`config.mk`:
```
export PLATFORM = sky130hd
export DESIGN_NAME = sine_period_meter
export DESIGN_NICKNAME = d
export VERILOG_FILES = /design/src/rtl/sine_period_meter.sv
export SDC_FILE = /design/constraint.sdc
export NUM_CORES = 1
export LEC_CHECK = 0
export BUFFER_PORTS_ARGS = -buffer_cell sky130_fd_sc_hd__buf_2
export CAP_MARGIN = 10
export CORE_ASPECT_RATIO = 2
export CORE_MARGIN = 2
export CORE_UTILIZATION = 55
export CTS_BUF_LIST = sky130_fd_sc_hd__clkbuf_4 sky130_fd_sc_hd__clkbuf_8
export CTS_CLUSTER_DIAMETER = 150
export DETAILED_ROUTE_END_ITERATION = 16
export PLACE_DENSITY = 0.79
export SYNTH_ARGS = -nofsm -noshare
export SYNTH_HDL_FRONTEND = slang
export SYNTH_SLANG_ARGS = --single-unit
```
`constraint.sdc`:
```
create_clock -name clk -period 2.3 [get_ports clk]
set_input_delay 0.115 -clock clk [delete_from_list [all_inputs] [get_ports clk]]
set_output_delay 0.115 -clock clk [all_outputs]
set_load 0.02 [all_outputs]
```
`src/rtl/sine_period_meter.sv`:
```
// sine_period_meter
//   Measures a free-running 12-bit offset-binary sine stream (mid-scale MID).
//   Each rising crossing, with hysteresis, is one event. The block reports:
//   - the number of clocks between the last two events
//   - the largest and smallest sample seen over that window
//
// Ports
//   clk      system clock, rising edge
//   rst      asynchronous active-low reset
//   sind     12-bit unsigned sample, one per clock
//   period   clocks between the last two rising events (zero-extended count)
//   amp_max  largest sample of the last measured period
//   amp_min  smallest sample of the last measured period
//   valid    one-cycle pulse when period/amp_max/amp_min update
//   lock     high from the first measured period until a timeout
//   timeout  one-cycle pulse when the counter reaches MAX_PERIOD
module sine_period_meter #(
   parameter int CW         = 16,
   parameter int MID        = 2048,
   parameter int HYST       = 64,
   parameter int MAX_PERIOD = 2**CW-1
) (
   input  logic          clk,
   input  logic          rst,
   input  logic [11:0]   sind,
   output logic [CW-1:0] period,
   output logic [11:0]   amp_max,
   output logic [11:0]   amp_min,
   output logic          valid,
   output logic          lock,
   output logic          timeout
);

   localparam logic [11:0]   LO_TH   = 12'(MID - HYST);
   localparam logic [11:0]   HI_TH   = 12'(MID + HYST);
   localparam logic [CW-1:0] CNT_MAX = CW'(MAX_PERIOD);

   typedef enum logic [1:0] {
      INIT_LOW,
      INIT_HIGH,
      MEAS_LOW,
      MEAS_HIGH
   } state_t;

   state_t          state, state_nxt;
   logic [CW-1:0]   cnt;
   logic [11:0]     run_max, run_min;

   logic lo, hi, meas, first_evt, rise_evt, tmo_evt;

   function automatic logic [11:0] umax(input logic [11:0] a, input logic [11:0] b);
      return (a > b) ? a : b;
   endfunction

   function automatic logic [11:0] umin(input logic [11:0] a, input logic [11:0] b);
      return (a < b) ? a : b;
   endfunction

   // Event decode and next-state logic
   always_comb begin
      lo        = (sind <= LO_TH);
      hi        = (sind >= HI_TH);
      meas      = (state == MEAS_LOW) || (state == MEAS_HIGH);
      first_evt = (state == INIT_HIGH) && hi;
      rise_evt  = (state == MEAS_HIGH) && hi;
      // A rising event on the saturation edge still counts as a period.
      tmo_evt   = meas && !rise_evt && (cnt == CNT_MAX);

      state_nxt = state;
      unique case (state)
         INIT_LOW:  if (lo) state_nxt = INIT_HIGH;
         INIT_HIGH: if (hi) state_nxt = MEAS_LOW;
         MEAS_LOW: begin
            if (tmo_evt)  state_nxt = INIT_LOW;
            else if (lo)  state_nxt = MEAS_HIGH;
         end
         MEAS_HIGH: begin
            if (rise_evt)     state_nxt = MEAS_LOW;
            else if (tmo_evt) state_nxt = INIT_LOW;
         end
      endcase
   end

   always_ff @(posedge clk or negedge rst) begin
      if (!rst) state <= INIT_LOW;
      else      state <= state_nxt;
   end

   // Counter, running extremes and registered outputs
   always_ff @(posedge clk or negedge rst) begin
      if (!rst) begin
         cnt     <= '0;
         run_max <= 12'd0;
         run_min <= 12'd4095;
         period  <= '0;
         amp_max <= 12'd0;
         amp_min <= 12'd0;
         valid   <= 1'b0;
         lock    <= 1'b0;
         timeout <= 1'b0;
      end else begin
         valid   <= 1'b0;
         timeout <= 1'b0;

         // The event sample opens the next window, so it seeds the extremes.
         if (first_evt || rise_evt) begin
            cnt     <= CW'(1);
            run_max <= sind;
            run_min <= sind;
         end else if (tmo_evt) begin
            cnt <= '0;
         end else if (meas) begin
            cnt     <= cnt + CW'(1);
            run_max <= umax(run_max, sind);
            run_min <= umin(run_min, sind);
         end

         if (rise_evt) begin
            period  <= cnt;
            amp_max <= run_max;
            amp_min <= run_min;
            valid   <= 1'b1;
            lock    <= 1'b1;
         end

         if (tmo_evt) begin
            lock    <= 1'b0;
            timeout <= 1'b1;
         end
      end
   end

endmodule

```
==> results of run 1 <==
## worst paths after layout
path / cells past startpoint / slack [ns] / endpoint / start
worst max-delay path: 6 / 0.12 / run_min[10] / run_min[11]
worst min-delay path: 3 / 0.07 / run_min[1] / sind[1]
worst max register to register: 6 / 0.12 / run_min[10] / run_min[11]
worst min register to register: 2 / 0.47 / period[5] / period[5]
max in group asynchronous: 3 / 1.34 / run_min[4] / rst
min in group asynchronous: 2 / 0.27 / amp_max[5] / rst
## per-stage QoR
step	hold slack [ns]	std cells	setup WS, ns
3_5_place_dp	0.150	660	0.160
4_1_cts	0.0607	677	0.152
3_3_place_gp	0.138	660	0.216
2_1_floorplan	-0.181	515	0.162
5_1_grt	0.0714	677	0.0483
6_report	0.0695	677	0.119
## what timing repair did
action	in CTS	in global routing
gates resized for setup	0	1
buffers inserted	0	0
hold endpoints to repair	43	0
hold buffers	1	0
setup endpoints to repair	0	2
## cell families (layout without fill, tap and decap cells)
group,count (synthesis),in the layout,share of synthesized area
adder cells (fa/ha/maj),24,24,0.0636
AO/OA/AOI/OAI,105,105,0.163
multiplexers,11,11,0.0262
buffers and inverters,64,128,0.0554
AND/OR/NAND/NOR,214,214,0.216
XOR/XNOR,12,12,0.0223
flip-flops,85,85,0.454
## layer usage
| layer | share of wire | wire length [um] | vias to the layer above | track usage |
|---|---|---|---|---|
| met1 | 0.34 | 4340 | 2025 | 0.292 |
| met2 | 0.55 | 7040 | 216 | 0.519 |
| met4 | 0.061 | 779 | 0 | 0.203 |
| met5 | 0 | 0 | - | 0 |
| met3 | 0.053 | 684 | 51 | 0.0485 |
| li1 | - | - | 1986 | - |
## power groups by stage
stage,Sequential (W),Clock (W),Combinational [W]
after floorplan,0.00271,0,0.00142
after global placement,0.00252,0,0.00244
after detailed placement,0.00255,0,0.00255
after CTS,0.00252,0.00103,0.00257
after global routing,0.00259,0.00107,0.00284
final,0.00253,0.00101,0.00257
## state kept, by name, indices dropped and copies added, names as in the netlist, 2 cells and up
| register | cells |
|---|---|
| amp_min | 12 |
| amp_max | 12 |
| period | 16 |
| cnt | 16 |
| run_min | 12 |
| run_max | 12 |
| state | 2 |
## cell type report
type / instances / area (um^2) / share of cell area
Sequential cell: 85 / 2140 / 0.397
Multi-Input combinational cell: 366 / 2320 / 0.430
Timing Repair Buffer: 84 / 520 / 0.0965
Inverter: 28 / 105 / 0.0195
Clock buffer: 9 / 124 / 0.0230
Tap cell: 98 / 123 / 0.0227
Clock inverter: 7 / 58.8 / 0.0109
## cell usage after synthesis, drive strengths merged (2+ instances only)
cell,n
and2,14
o21ai,21
buf,8
and4,2
clkbuf,28
a32oi,12
nor3,9
ha,24
nand2b,3
a21oi,12
nand4,32
nand3,18
a21o,2
nand2,96
dfrtp,73
or4,2
a211oi,2
o2111ai,12
o211ai,25
o31a,2
or3,4
dfstp,12
o21a,2
inv,28
nor2,23
o311a,11
xnor2,11
nor4,7
mux2,11
## worst register-to-register path, delay by kind of cell (launching register included)
kind,cells,cell delay [ns]
adders and majority gates,1,0.17
DFF,1,0.55
and+or+nand+nor,5,1.39
==> out/metrics.yaml, run 1 <==
status:
  status: "complete, no violations"
worst_setup_path:
  cp-start-kind: "flip-flop"
  cp_common_cell: "nand3_1"
  slowest_stage: "or4_1"
  critPathKind: "reg2reg"
  cp-end-kind: "flip-flop"
  cp_top_family: "simple AND/OR/NAND/NOR gates"
  critical_path_arrival_ns: 2.48
  worstPathMaxFanout: 12
  crit_chain: "ha_1 > and4_1 > nand3_1 > or4_1 > nand4_1 > nand3_1"
  cp_num_buf_inv: 0
  critPathRequiredTime_ns: 2.60
  cpPeakStageDelay_ns: 0.69
yosys:
  yosysWarnings: 0
  yosys.area.top_type: "dfrtp_1"
  syn-num-nets: 553
  ys_seq_area_frac: 0.454
  avgSynthCellArea_um2: 9.17
  ys_types: 43
  syn_inst: 515
  yosysTopAreaCellShare: 0.387
  synth_edf_count: 0
  async_flop_share: 1.00
  synth_area_leaders: "dfrtp_1, nand2_1, dfstp_2"
  ys_ff_latch: 85
  dominantRegCellSynth: "dfrtp_1"
  syn_area_um2: 4720
floorplan:
  initial_core_util: 0.569
  io_pins: 57
  rows: 47
  die_w_um: 69.5
  core_area_um2: 8290
  die_h_um: 135
  die_area_um2: 9390
route:
  route.vias.total: 4278
  ant_nets: 0
  viasPerCell: 6.32
  wirelength_um: 12800
  first_pass_iters: 5
  drc_errors: 0
  routedWlPerCell_um: 19.0
  drt-initial-drc-count: 384
worst_hold_path:
  hold_class: "in2reg"
timing:
  fin_skew_ns: 0.00825
  slew_headroom: 0.626
  max_clock_freq_ghz: 0.458
  tightest_slew_ns: 0.561
  rsz0062_at_grt: "no"
  period_share: 0.948
  hold_viol_final: 0
  setup_viol: 0
  final-max-slew-violation-count: 0
  period_needed_ns: 2.18
  setup_tns_ns: 0
pwr:
  p_sw_frac: 0.428
  netSwitchingPower_w: 0.00262
  internal_power_w: 0.00350
  pwr-share-clk: 0.166
  comb_power_share: 0.420
  finalPower_w: 0.00612
  power_density_nw_per_um2: 1130
  power.leakage_nw: 2.53
  ir_drop_mv: 0.769
  seq_power_share: 0.414
cts:
  cts_tree: "done"
  cts_root_buf: "clkbuf_8"
  clock_sinks: 85
  cts_max_level: 3
  cts_buffers: 9
  clk_pin_slew_ns: 0.09
  clk_latency_ns: 0.38
  cts_buffer_depth: 2
run:
  cap_violations: 0
global_route:
  grt_antenna_before_repair: 0
  groute.usage.overall: 0.286
  grt_max_degree: 45
  grt_pass1_vias: 4296
  grt_pass1_wl_um: 21000
  grt_overflow_total: 0
finish:
  finish.instance_area_um2: 5400
  antennaDiodeCount: 0
  nNetsFinal: 612
  syn_to_final_growth_pct: 14.3
  utilization: 0.651
  fill_cells: 660
  final_common_cell: "nand2_1"
  drive_gt1_frac: 0.219
  layout_common_cells: "nand2_1, dfrtp_1, buf_2"
place:
  port_buffers: 56
  place_hpwl_um: 9520
  gp_congestion: 0.904
  place_area_um2: 5200
No activity file was read; power rests on OpenSTA's default activity.
==> inputs of run 2 (changes only) <==
- MAX_ROUTING_LAYER: unset -> met4
==> run 2 against run 1 <==
Critical path depth down 1; core utilization increased by 0.11 points; global-route usage increased by 1.2 points; design area grew 0.16%; routed wire length rose by 2.2%; via count is 0.72% higher; sequential cell count stayed put; clock-buffer cell count increased by 2; setup slack improved by 0.012 ns; total power is 1.8% higher; fmax rose by 0.55%.
==> out/metrics.yaml, run 2 (synthesized netlist as in run 1, its figures left out) <==
status:
  status: "complete, no violations"
pwr:
  power.leakage_nw: 2.52
  finalPower_w: 0.00623
  seq_power_share: 0.408
  internal_power_w: 0.00363
  ir_drop_mv: 0.885
  pwr-share-clk: 0.177
  netSwitchingPower_w: 0.00260
  comb_power_share: 0.415
  p_sw_frac: 0.417
  power_density_nw_per_um2: 1150
route:
  viasPerCell: 6.37
  routedWlPerCell_um: 19.4
  drt-initial-drc-count: 433
  first_pass_iters: 6
  wirelength_um: 13100
  drc_errors: 0
  ant_nets: 0
  route.vias.total: 4309
timing:
  period_needed_ns: 2.17
  final-max-slew-violation-count: 0
  max_clock_freq_ghz: 0.461
  setup_viol: 0
  slew_headroom: 0.574
  setup_tns_ns: 0
  period_share: 0.943
  rsz0062_at_grt: "no"
  tightest_slew_ns: 0.632
  hold_viol_final: 0
  setup_ws_ns: 0.131
  fin_skew_ns: 0.00927
finish:
  antennaDiodeCount: 0
  nNetsFinal: 611
  syn_to_final_growth_pct: 14.4
  final_cells: 676
  fill_cells: 676
  reg.largest.list: "cnt (16), period (16)"
  final_common_cell: "nand2_1"
  layout_common_cells: "nand2_1, dfrtp_1, buf_2"
  drive_gt1_frac: 0.223
place:
  port_buffers: 56
  place_hpwl_um: 9420
  gp_congestion: 0.934
  place_ws_ns: 0.124
  post-place-cells: 659
worst_setup_path:
  timing.rr.start: "run_min[1]"
  rrSetupSlack_ns: 0.13
  critPathRequiredTime_ns: 2.61
  critPathKind: "reg2reg"
  worstPathMaxFanout: 12
  r2r_cells: 5
  cp-end-kind: "flip-flop"
  cp-start-kind: "flip-flop"
  r2r-end: "run_min[8]"
  critical_path_arrival_ns: 2.48
global_route:
  grt_max_degree: 45
  grt_pass1_vias: 4250
  grt_antenna_before_repair: 0
  grt_pass1_wl_um: 21400
  groute.usage.overall: 0.298
  grt_overflow_total: 0
cts:
  clk_latency_ns: 0.37
  clock_sinks: 85
  cts_buffer_depth: 2
  clk_pin_slew_ns: 0.09
  cts_tree: "done"
  cts_buffers: 9
  cts_root_buf: "clkbuf_8"
  cts_max_level: 3
floorplan:
  die_h_um: 135
  core_area_um2: 8290
  rows: 47
  die_w_um: 69.5
  io_pins: 57
  initial_core_util: 0.569
  die_area_um2: 9390
worst_hold_path:
  min_to: "run_min[1]"
  hold_class: "in2reg"
  whs_path_depth: 3
  worstHoldStart: "sind[1]"
run:
  cap_violations: 0
## run 2: cell types whose count changed in the layout (fill, tap and decap cells not counted), sizes merged
cell / change
buf: -1
bufinv: +1
clkbuf: +2
clkinv: -2
clkinvlp: +1
inv: -2
## run 2: how the worst max path moves through the flow
stage / startpoint / endpoint / slack (ns)
after floorplan: cnt[0] / run_min[6] / 0.16
after global placement: cnt[0] / run_max[10] / 0.19
after detailed placement: cnt[0] / run_max[10] / 0.12
after CTS: cnt[0] / run_max[10] / 0.10
after global routing: run_min[1] / run_min[10] / 0.04
final: run_min[1] / run_min[8] / 0.13
## run 2: power groups by stage
stage,combinational [W],clock (W),sequential (W)
global route,0.00284,0.00118,0.00259
finish,0.00259,0.00110,0.00254
floorplan,0.00142,0,0.00271
global placement,0.00244,0,0.00252
detailed placement,0.00255,0,0.00255
CTS,0.00256,0.00111,0.00252
## run 2: routing by layer
| layer | routed length (um) | part of all wire | GRT usage |
|---|---|---|---|
| met1 | 4710 | 0.36 | 0.310 |
| met2 | 6950 | 0.53 | 0.515 |
| met3 | 617 | 0.047 | 0.0485 |
| met4 | 861 | 0.066 | 0.193 |
| met5 | 0 | 0 | - |
## run 2: cell type report
cell class | instances | area (um^2) | share of cell area
Clock buffer | 11 | 145 | 0.0269
Sequential cell | 85 | 2140 | 0.396
Multi-Input combinational cell | 366 | 2330 | 0.431
Inverter | 28 | 105 | 0.0194
Timing Repair Buffer | 83 | 500 | 0.0926
Tap cell | 98 | 123 | 0.0227
Clock inverter | 5 | 58.8 | 0.0109
## run 2: worst max-delay path: stages, from the launching register on
cell and delay, ns:
dfstp_2 0.58, ha_1 0.25, a2111oi_0 0.47, or4_1 0.53, nand4_1 0.18, nand3_1 0.10
## run 2: per-stage QoR
stage | instance area (um^2) | utilization | hold WS [ns]
after detailed placement | 5180 | 0.625 | 0.139
after floorplan | 4720 | - | -0.181
after CTS | 5400 | 0.651 | 0.0666
after global routing | 5400 | 0.652 | 0.0814
final | 5400 | 0.652 | 0.0762
after global placement | 5180 | 0.625 | 0.131
## run 2: timing repair
| action | in CTS | in global routing |
|---|---|---|
| setup buffers | 0 | 0 |
| setup endpoints to repair | 0 | 8 |
| hold endpoints to repair | 41 | 0 |
| resized for setup | 0 | 4 |
| hold buffers | 1 | 0 |
==> inputs of run 3 (changes only) <==
- CELL_PAD_IN_SITES_DETAIL_PLACEMENT: unset -> 0
- CELL_PAD_IN_SITES_GLOBAL_PLACEMENT: unset -> 1
- CORE_UTILIZATION: 55 -> 42
- PLACE_DENSITY: 0.79 -> unset
- PLACE_DENSITY_LB_ADDON: unset -> 0.1
==> run 3 against run 2 <==
First-iteration DRC count down 36%; setup slack better by 0.0098 ns; via count decreased by 1.8%; largest power group unchanged; highest routed layer unchanged.
==> out/metrics.yaml, run 3 (synthesized netlist as in run 1, its figures left out) <==
global_route:
  grt_pass1_vias: 4243
  grt_max_degree: 74
  grt_antenna_before_repair: 0
  groute.usage.overall: 0.246
  grt_pass1_wl_um: 22500
  grt_overflow_total: 0
status:
  status: "complete, no violations"
worst_setup_path:
  critPathKind: "reg2reg"
  crit_chain: "ha_1 > nand4_1 > or4_1 > a21o_1 > nand2_1 > o211ai_1"
  slowest_stage: "or4_1"
  cp-start-kind: "flip-flop"
  critical_path_arrival_ns: 2.37
  cp-end-kind: "flip-flop"
  critPathRequiredTime_ns: 2.51
  cpPeakStageDelay_ns: 0.61
  worstPathMaxFanout: 13
place:
  place_area_um2: 5310
  place_hpwl_um: 10400
  port_buffers: 56
  gp_congestion: 0.916
run:
  cap_violations: 0
finish:
  final_common_cell: "nand2_1"
  fill_cells: 1101
  layout_common_cells: "nand2_1, dfrtp_1, buf_2"
  reg.largest.list: "cnt (16), period (16)"
  finish.instance_area_um2: 5520
  nNetsFinal: 619
  antennaDiodeCount: 0
  drive_gt1_frac: 0.229
  syn_to_final_growth_pct: 17.0
cts:
  clk_pin_slew_ns: 0.09
  postCtsSetupBuffers: 0
  cts_buffer_depth: 2
  clock_sinks: 85
  clk_latency_ns: 0.36
  cts_root_buf: "clkbuf_8"
  cts_max_level: 3
  cts_tree: "done"
  cts_buffers: 9
timing:
  tightest_slew_ns: 0.959
  max_clock_freq_ghz: 0.463
  setup_tns_ns: 0
  period_needed_ns: 2.16
  fin_skew_ns: 0.00859
  slew_headroom: 0.361
  period_share: 0.939
  setup_viol: 0
  hold_viol_final: 0
  rsz0062_at_grt: "no"
  final-max-slew-violation-count: 0
route:
  ant_nets: 0
  viasPerCell: 5.83
  first_pass_iters: 7
  drt-initial-drc-count: 279
  drc_errors: 0
  wirelength_um: 14200
  routedWlPerCell_um: 19.5
  route.vias.total: 4230
pwr:
  ir_drop_mv: 0.547
  power.leakage_nw: 2.57
  power_density_nw_per_um2: 1130
floorplan:
  rows: 54
  die_h_um: 154
  io_pins: 57
  core_area_um2: 10900
  initial_core_util: 0.431
  die_area_um2: 12200
  die_w_um: 79.0
worst_hold_path:
  hold_class: "in2reg"
==> run 3: worst paths after layout <==
check | cells past startpoint | end | slack [ns] | start
max | 6 | run_max[8] | 0.14 | cnt[0]
min | 3 | run_min[11] | 0.09 | sind[11]
min reg2reg | 2 | period[9] | 0.48 | period[9]
max in group asynchronous | 3 | amp_min[9] | 1.14 | rst
min in group asynchronous | 2 | period[8] | 0.44 | rst
max reg2reg | 6 | run_max[8] | 0.14 | cnt[0]
==> run 3: area by class of cell <==
class                           instances  area, um^2  area share
Timing Repair Buffer                   91         573       0.104
Clock inverter                          5        60.1      0.0109
Sequential cell                        85        2140       0.388
Inverter                               28         105      0.0190
Clock buffer                           11         145      0.0263
Tap cell                              140         175      0.0317
Multi-Input combinational cell        366        2320       0.421
==> run 3: worst max-delay path: cells and delay by family, from the launching register on <==
kind,cells,cell delay [ns]
flip-flops,1,0.42
AND/OR/NAND/NOR,3,0.91
AO/OA/AOI/OAI,2,0.48
adder cells (fa/ha/maj),1,0.21
==> run 3: through the flow <==
stage	hold slack, ns	power [W]	util	setup WS, ns	instances
after floorplan	-0.181	0.00413	-	0.162	515
after global routing	0.0764	0.00666	0.505	0.0104	726
final	0.0875	0.00622	0.505	0.140	726
after CTS	0.0607	0.00627	0.504	0.142	726
after global placement	0.324	0.00506	0.485	0.189	709
after detailed placement	0.322	0.00514	0.485	0.173	709
==> run 3: per-layer routing <==
metal	GRT usage	vias to the layer above	part of all wire
met5	-	-	0
met4	0.0993	0	0.032
met3	0.0317	23	0.029
met2	0.445	109	0.56
met1	0.265	2099	0.37
li1	-	1999	-
==> run 3: what timing repair did <==
action / CTS / global route
endpoints found under the hold margin: 59 / 0
hold buffers: 1 / 0
gates resized for setup: 0 / 2
endpoints found under the setup margin: 0 / 11
==> run 3: report_power, final <==
group | switching, W | internal (W) | total (W)
Sequential | 0.000436 | 0.00207 | 0.00251
Clock | 0.000555 | 0.000546 | 0.00110
Combinational | 0.00159 | 0.00103 | 0.00261
